$ cat src/rtl/ram_arb_pkg.sv
// Shared defaults, command encoding and sizing helper for the RAM arbiter.
package ram_arb_pkg;

    localparam int unsigned DEF_DATA_WIDTH = 8;
    localparam int unsigned DEF_ADDR_WIDTH = 4;
    localparam int unsigned DEF_NUM_REQ    = 2;

    localparam logic CMD_RD = 1'b0;
    localparam logic CMD_WR = 1'b1;

    // Bits needed to index `value` entries; never less than one.
    function automatic int unsigned clog2(input int unsigned value);
        int unsigned res;
        res = 0;
        while ((32'd1 << res) < value) begin
            res++;
        end
        return (res == 0) ? 1 : res;
    endfunction

endpackage

$ cat src/rtl/rr_arbiter.sv
// Round-robin grant generator: searches from rr_ptr upward and advances the
// pointer past the winner whenever a grant is taken.
module rr_arbiter
    import ram_arb_pkg::*;
#(
    parameter int unsigned NUM_REQ = DEF_NUM_REQ,
    localparam int unsigned PTR_W  = clog2(NUM_REQ)
) (
    input  logic               clk,
    input  logic               rst,
    input  logic [NUM_REQ-1:0] req,
    input  logic               accept,
    output logic [NUM_REQ-1:0] gnt,
    output logic [PTR_W-1:0]   rr_ptr
);

    logic [PTR_W-1:0] ptr_q, ptr_d;
    logic [PTR_W-1:0] gnt_idx;
    logic [PTR_W-1:0] cand;
    logic             found;

    always_comb begin
        gnt     = '0;
        gnt_idx = '0;
        cand    = '0;
        found   = 1'b0;
        if (!rst) begin
            for (int unsigned i = 0; i < NUM_REQ; i++) begin
                cand = PTR_W'((32'(ptr_q) + i) % NUM_REQ);
                if (!found && req[cand]) begin
                    found     = 1'b1;
                    gnt[cand] = 1'b1;
                    gnt_idx   = cand;
                end
            end
        end
    end

    always_comb begin
        ptr_d = ptr_q;
        if (accept) begin
            ptr_d = (gnt_idx == PTR_W'(NUM_REQ - 1)) ? '0 : gnt_idx + 1'b1;
        end
    end

    always_ff @(posedge clk) begin
        if (rst) begin
            ptr_q <= '0;
        end else begin
            ptr_q <= ptr_d;
        end
    end

    assign rr_ptr = ptr_q;

endmodule

$ cat src/rtl/ram_arbiter.sv
// Round-robin sharing of one single-port synchronous RAM between NUM_REQ requesters.
// Define RAM_ARB_WR_ACK_EN to make accepted writes return a response too.
module ram_arbiter
    import ram_arb_pkg::*;
#(
    parameter int unsigned DATA_WIDTH = DEF_DATA_WIDTH,
    parameter int unsigned ADDR_WIDTH = DEF_ADDR_WIDTH,
    parameter int unsigned NUM_REQ    = DEF_NUM_REQ
) (
    input  logic                          clk,
    input  logic                          rst,
    input  logic [NUM_REQ-1:0]            req_valid,
    output logic [NUM_REQ-1:0]            req_ready,
    input  logic [NUM_REQ-1:0]            req_we,
    input  logic [NUM_REQ*ADDR_WIDTH-1:0] req_addr,
    input  logic [NUM_REQ*DATA_WIDTH-1:0] req_wdata,
    output logic [NUM_REQ-1:0]            rsp_valid,
    output logic [DATA_WIDTH-1:0]         rsp_rdata,
    output logic                          ram_we,
    output logic [ADDR_WIDTH-1:0]         ram_addr,
    output logic [DATA_WIDTH-1:0]         ram_din,
    input  logic [DATA_WIDTH-1:0]         ram_dout
);

    localparam int unsigned PTR_W = clog2(NUM_REQ);

`ifdef RAM_ARB_WR_ACK_EN
    localparam bit WR_ACK = 1'b1;
`else
    localparam bit WR_ACK = 1'b0;
`endif

    logic [NUM_REQ-1:0] gnt;
    logic [PTR_W-1:0]   rr_ptr;
    logic               accept;
    logic [NUM_REQ-1:0] rsp_pend_q, rsp_pend_d;

    rr_arbiter #(
        .NUM_REQ(NUM_REQ)
    ) u_arb (
        .clk   (clk),
        .rst   (rst),
        .req   (req_valid),
        .accept(accept),
        .gnt   (gnt),
        .rr_ptr(rr_ptr)
    );

    assign req_ready = gnt;
    assign accept    = |(req_valid & gnt);

    // Grant is one-hot, so the first match is the only match.
    always_comb begin
        ram_we   = 1'b0;
        ram_addr = '0;
        ram_din  = '0;
        for (int unsigned i = 0; i < NUM_REQ; i++) begin
            if (gnt[i]) begin
                ram_we   = req_we[i];
                ram_addr = req_addr[i*ADDR_WIDTH +: ADDR_WIDTH];
                ram_din  = req_wdata[i*DATA_WIDTH +: DATA_WIDTH];
            end
        end
    end

    always_comb begin
        rsp_pend_d = '0;
        if (accept && (ram_we == CMD_RD || (WR_ACK && ram_we == CMD_WR))) begin
            rsp_pend_d = gnt;
        end
    end

    always_ff @(posedge clk) begin
        if (rst) begin
            rsp_pend_q <= '0;
        end else begin
            rsp_pend_q <= rsp_pend_d;
        end
    end

    // Masking by rst drops the response of a read accepted just before reset.
    assign rsp_valid = rsp_pend_q & {NUM_REQ{~rst}};
    assign rsp_rdata = ram_dout;

    ptr_in_range: assert property (@(posedge clk) disable iff (rst) 32'(rr_ptr) < NUM_REQ);
    ready_onehot: assert property (@(posedge clk) $onehot0(req_ready));

endmodule

$ cat config.mk
export PLATFORM = sky130hd
export DESIGN_NAME = ram_arbiter
export DESIGN_NICKNAME = d
export VERILOG_FILES = /design/src/rtl/ram_arb_pkg.sv /design/src/rtl/rr_arbiter.sv /design/src/rtl/ram_arbiter.sv
export SDC_FILE = /design/constraint.sdc
export NUM_CORES = 1
export LEC_CHECK = 0
export ABC_AREA = 1
export CELL_PAD_IN_SITES_DETAIL_PLACEMENT = 1
export CELL_PAD_IN_SITES_GLOBAL_PLACEMENT = 1
export CORE_UTILIZATION = 12
export CTS_BUF_LIST = sky130_fd_sc_hd__clkbuf_8
export DETAILED_ROUTE_END_ITERATION = 10
export GPL_ROUTABILITY_DRIVEN = 0
export PLACE_DENSITY_LB_ADDON = 0.08
export SETUP_SLACK_MARGIN = 0.05
export SLEW_MARGIN = 20
export SYNTH_ARGS = -nofsm -noshare
export SYNTH_HDL_FRONTEND = slang
export SYNTH_SLANG_ARGS = --single-unit
export TNS_END_PERCENT = 10
$ cat constraint.sdc
create_clock -name clk -period 2.5 [get_ports clk]
set_clock_uncertainty 0.05 [all_clocks]
set_input_delay 0.375 -clock clk [delete_from_list [all_inputs] [get_ports clk]]
set_output_delay 0.375 -clock clk [all_outputs]
set_load 0.1 [all_outputs]
**Word level (Yosys, flattened, before mapping)**

Index checks and enable logic that the tools add are counted.
W data, S select, Z words.

- Register bits after elaboration: 3
- Output and inout bits: 25

- $add $sub $neg: 2
- $lt $le $gt $ge: 4
- Mux-type cells: 24
- Bitwise operators: 6
- Reductions and logical operators: 7

Operator list:

| cell | number |
|---|---|
| $mux W8 | 2 |
| $mux W1 | 14 |
| $mux W2 | 4 |
| $mux W4 | 2 |
| $and A2 B2 Y2 | 2 |
| $logic_and A1 B1 Y1 | 4 |
| $lt A1 B2 Y1 const B | 2 |
| $reduce_or A2 Y1 | 2 |
| $not A1 Y1 | 3 |
| $add A1 B1 Y1 const B | 2 |
| $demux W1 S1 | 2 |
| $ge A1 B1 Y1 const B | 2 |
| $or A2 B2 Y2 | 1 |
| $logic_not A1 Y1 | 1 |

**Longest topological paths before layout**

- Depth in word-level cells: 15
- Mapped depth: 7
- Depth with buffers taken out: 6

**Hierarchy**

A second synthesis with hierarchy kept.

- Cell total of the unflattened synthesis: 85
- Area, all modules: 447.9 µm²

By module, submodules not included:

| module | times used | cells each | area each (µm²) |
|---|---|---|---|
| ram_arbiter | 1 | 72 | 372.9 |
| rr_arbiter | 1 | 13 | 75.1 |

**Least setup slack after synthesis**

OpenSTA, ideal clock, no wires.

- Path type: in2out
- Start: input rst
- End: output rsp_valid[0]
- Data arrival time: 1.628 ns
- Setup slack: 0.447 ns
- Stages on the path: 1
- Cell sequence: nor2_1

- Word-level cells in the longest chain between the ends: 2

RTL lines:

| item | RTL line | RTL |
|---|---|---|
| start: declaration | ram_arbiter.sv:11 | `input logic rst,` |
| $not A1 Y1 | ram_arbiter.sv:82 | `assign rsp_valid = rsp_pend_q & {NUM_REQ{~rst}};` |
| $and A2 B2 Y2 | ram_arbiter.sv:82 |  |
| end: declaration | ram_arbiter.sv:17 | `output logic [NUM_REQ-1:0] rsp_valid,` |

No other way between the ends.

**Final worst setup path**

- Start: input rst
- End: output ram_din[4]

- Word-level cells in the longest chain between the ends: 3

RTL lines:

| item | RTL line | RTL |
|---|---|---|
| $mux W2 * | rr_arbiter.sv:27 | `if (!rst) begin` |
| $mux W8 | ram_arbiter.sv:58 | `if (gnt[i]) begin` |
| $mux W8 * | ram_arbiter.sv:58 |  |
| end: declaration | ram_arbiter.sv:21 | `output logic [DATA_WIDTH-1:0] ram_din,` |

Every way passes the cells marked *; elsewhere a longest branch is shown, timed or not.

==> flow_summary.ini <==
[timing]
slew_headroom_pct = 74.59
finalSetupViolCount = 0
fmax_mhz = 458.5
fin_hold_ws_ps = 500.2
setup_tns_ps = 0
worst_slack_ps = 318.8
period_share_pct = 87.25
slew_viol_final = 0
rsz0062_at_grt = no
tightest_slew_ps = 380.3
fin_crit_ps = 2181
finalHoldViolations = 0

[critical_path]
critPathMaxFanout = 15
crit_arrival_ps = 1760
regToRegStartpoint = u_arb.rr_ptr
critPathSlowestCell = clkdlybuf4s50_1
cp-start-kind = primary input
required_ps = 2080
cp_common_cell = nand2_1
crit_family = buffers and inverters
critical_path.startpoint = rst
crit_buf_inv = 3
slowest_delay_ps = 490
cp-end-kind = output pin
path_class = in -> out
crit_chain = clkdlybuf4s50_1 -> inv_2 -> nand2_2 -> nor2_4 -> nand2_1 -> nand2_1 -> buf_12

[logic_synthesis]
syn-cell-area_um2 = 384.1
yosys.area.top_type_share_pct = 40.07
syn-instance-count = 73
synth_area_leaders = nand2_1, dfxtp_1, buf_4
seq_area_frac_synth_pct = 15.64
synthDistinctLibCells = 12
syn_avg_cell_area_um2 = 5.262
yosys_warnings = 0
yosysTopAreaCell = nand2_1
synth_nets = 111
synth_seq_cells = 3

[status]
status = complete, no violations

[min_path]
hold_path.class = reg -> reg
holdCritStartpoint = u_arb.rr_ptr

[power]
power_leakage_uw = 0.0004880
ir_drop_mv = 0.1806
powerDensity_nw_per_um2 = 453.6

[cells_and_area]
syn2layout_area_growth_pct = 168.7
final_nets = 152
drive_gt1_share_pct = 22.12
num_antenna_cells = 0
instances_no_fill = 157
fin_util_pct = 33.81

[flow_run]
cap_viol_max_count = 0

[detailed_routing]
wirelength_mm = 1.575
vias = 558
drt_iter0_markers = 10
antenna_left = 0
drc = 0
wl_per_cell_um = 10.03
via_per_inst = 3.554
drtPass1Iterations = 3

[global_routing]
antenna_found_initial = 0
grt_max_degree = 16
grt_pass1_wl_mm = 2.490
first_global_vias = 563
grt-ovfl-total = 0
grtUsageTotal_pct = 9.931

[clocking]
cts_resized = 0
clk_latency_ps = 220
numCtsBuffers = 3
post_cts.repair.setup_buffers = 0
cts_sinks = 3
ctsHoldBuffers = 0
cts-root-buf = clkbuf_8
clk_pin_slew_ps = 30
cts_tree = yes
cts.path.max_buffers = 2
h-tree-depth = 1

[place]
dp_slack_ps = 281.7
detailed_place_hpwl_mm = 1.311
dpl.cell_count = 153
io_buffers = 46

[die]
die_y_um = 58.58
num_rows = 20
die_x_um = 58.58
core_area_um2 = 3053
die-area_um2 = 3431
ios = 63
initial_core_util_pct = 12.58
-- kinds of logic (layout without fill, tap and decap cells) --
group	count (synthesis)	in the layout	synth area share, %
AO/OA/AOI/OAI	1	1	1.302
AND/OR/NAND/NOR	50	50	52.77
flip-flops	3	3	15.64
buffers and inverters	19	59	30.30
-- metal layers --
metal	vias to the layer above	part of all wire (%)	track usage (%)
met3	2	10	4.835
met5	-	0	0
li1	284	-	-
met2	27	51	17.24
met4	0	1.3	4.422
met1	245	37	10.08
-- Yosys cell counts --
cell type / count
nor2_2: 1
nand3_1: 2
dfxtp_1: 3
inv_1: 7
nor2_1: 4
nand2_1: 41
inv_2: 2
o21ai_0: 1
nand2_2: 1
nor2_4: 1
buf_4: 8
buf_6: 2
-- cell usage in the layout (no fill, tap or decap) --
cell	synthesis	layout
nand2_2	1	1
inv_2	2	2
nor2_2	1	1
nand2_1	41	41
nor2_1	4	4
buf_12	0	17
clkdlybuf4s50_1	0	29
dfxtp_1	3	3
nand3_1	2	2
clkbuf_8	0	3
nor2_4	1	1
o21ai_0	1	1
inv_1	7	8
-- stage by stage --
step,instance area [um2],power (uW)
global route,1032,493.3
finish,1032,468.2
floorplan,384.1,266.6
global placement,987.2,332.5
CTS,1032,476.7
detailed placement,987.2,333.8
-- worst reg2reg max path, cell delays in order, from the launching register on --
cell and delay, ps:
dfxtp_1 310, nand2_1 60, inv_1 70, nor2_4 310, nand3_1 140, inv_1 60
-- where the power goes --
group,switching [uW],internal (uW)
clock network,33.0,105
logic,168,111
registers,1.09,50.8
-- area by class of cell --
type	instances	area [um2]
Fill cell	400	2021
Timing Repair Buffer	46	630.6
Multi-Input combinational cell	51	207.7
Sequential cell	3	60.06
Tap cell	44	55.05
Clock buffer	3	41.29
Inverter	9	33.78
Clock inverter	1	3.754
-- path summary, 6_finish.rpt --
path	to	slack (ps)	depth (start not counted)
worst min register to register	u_arb.rr_ptr	500	2
worst max-delay path	ram_din[4]	320	7
worst max register to register	rsp_pend_q[0]	1440	5
worst min-delay path	u_arb.rr_ptr	500	2
-- state kept, by name, summed over array words and instances, names as in the netlist --
name / flops
u_arb.rr_ptr: 1
rsp_pend_q: 2
Power figures use the tool's default switching activity.
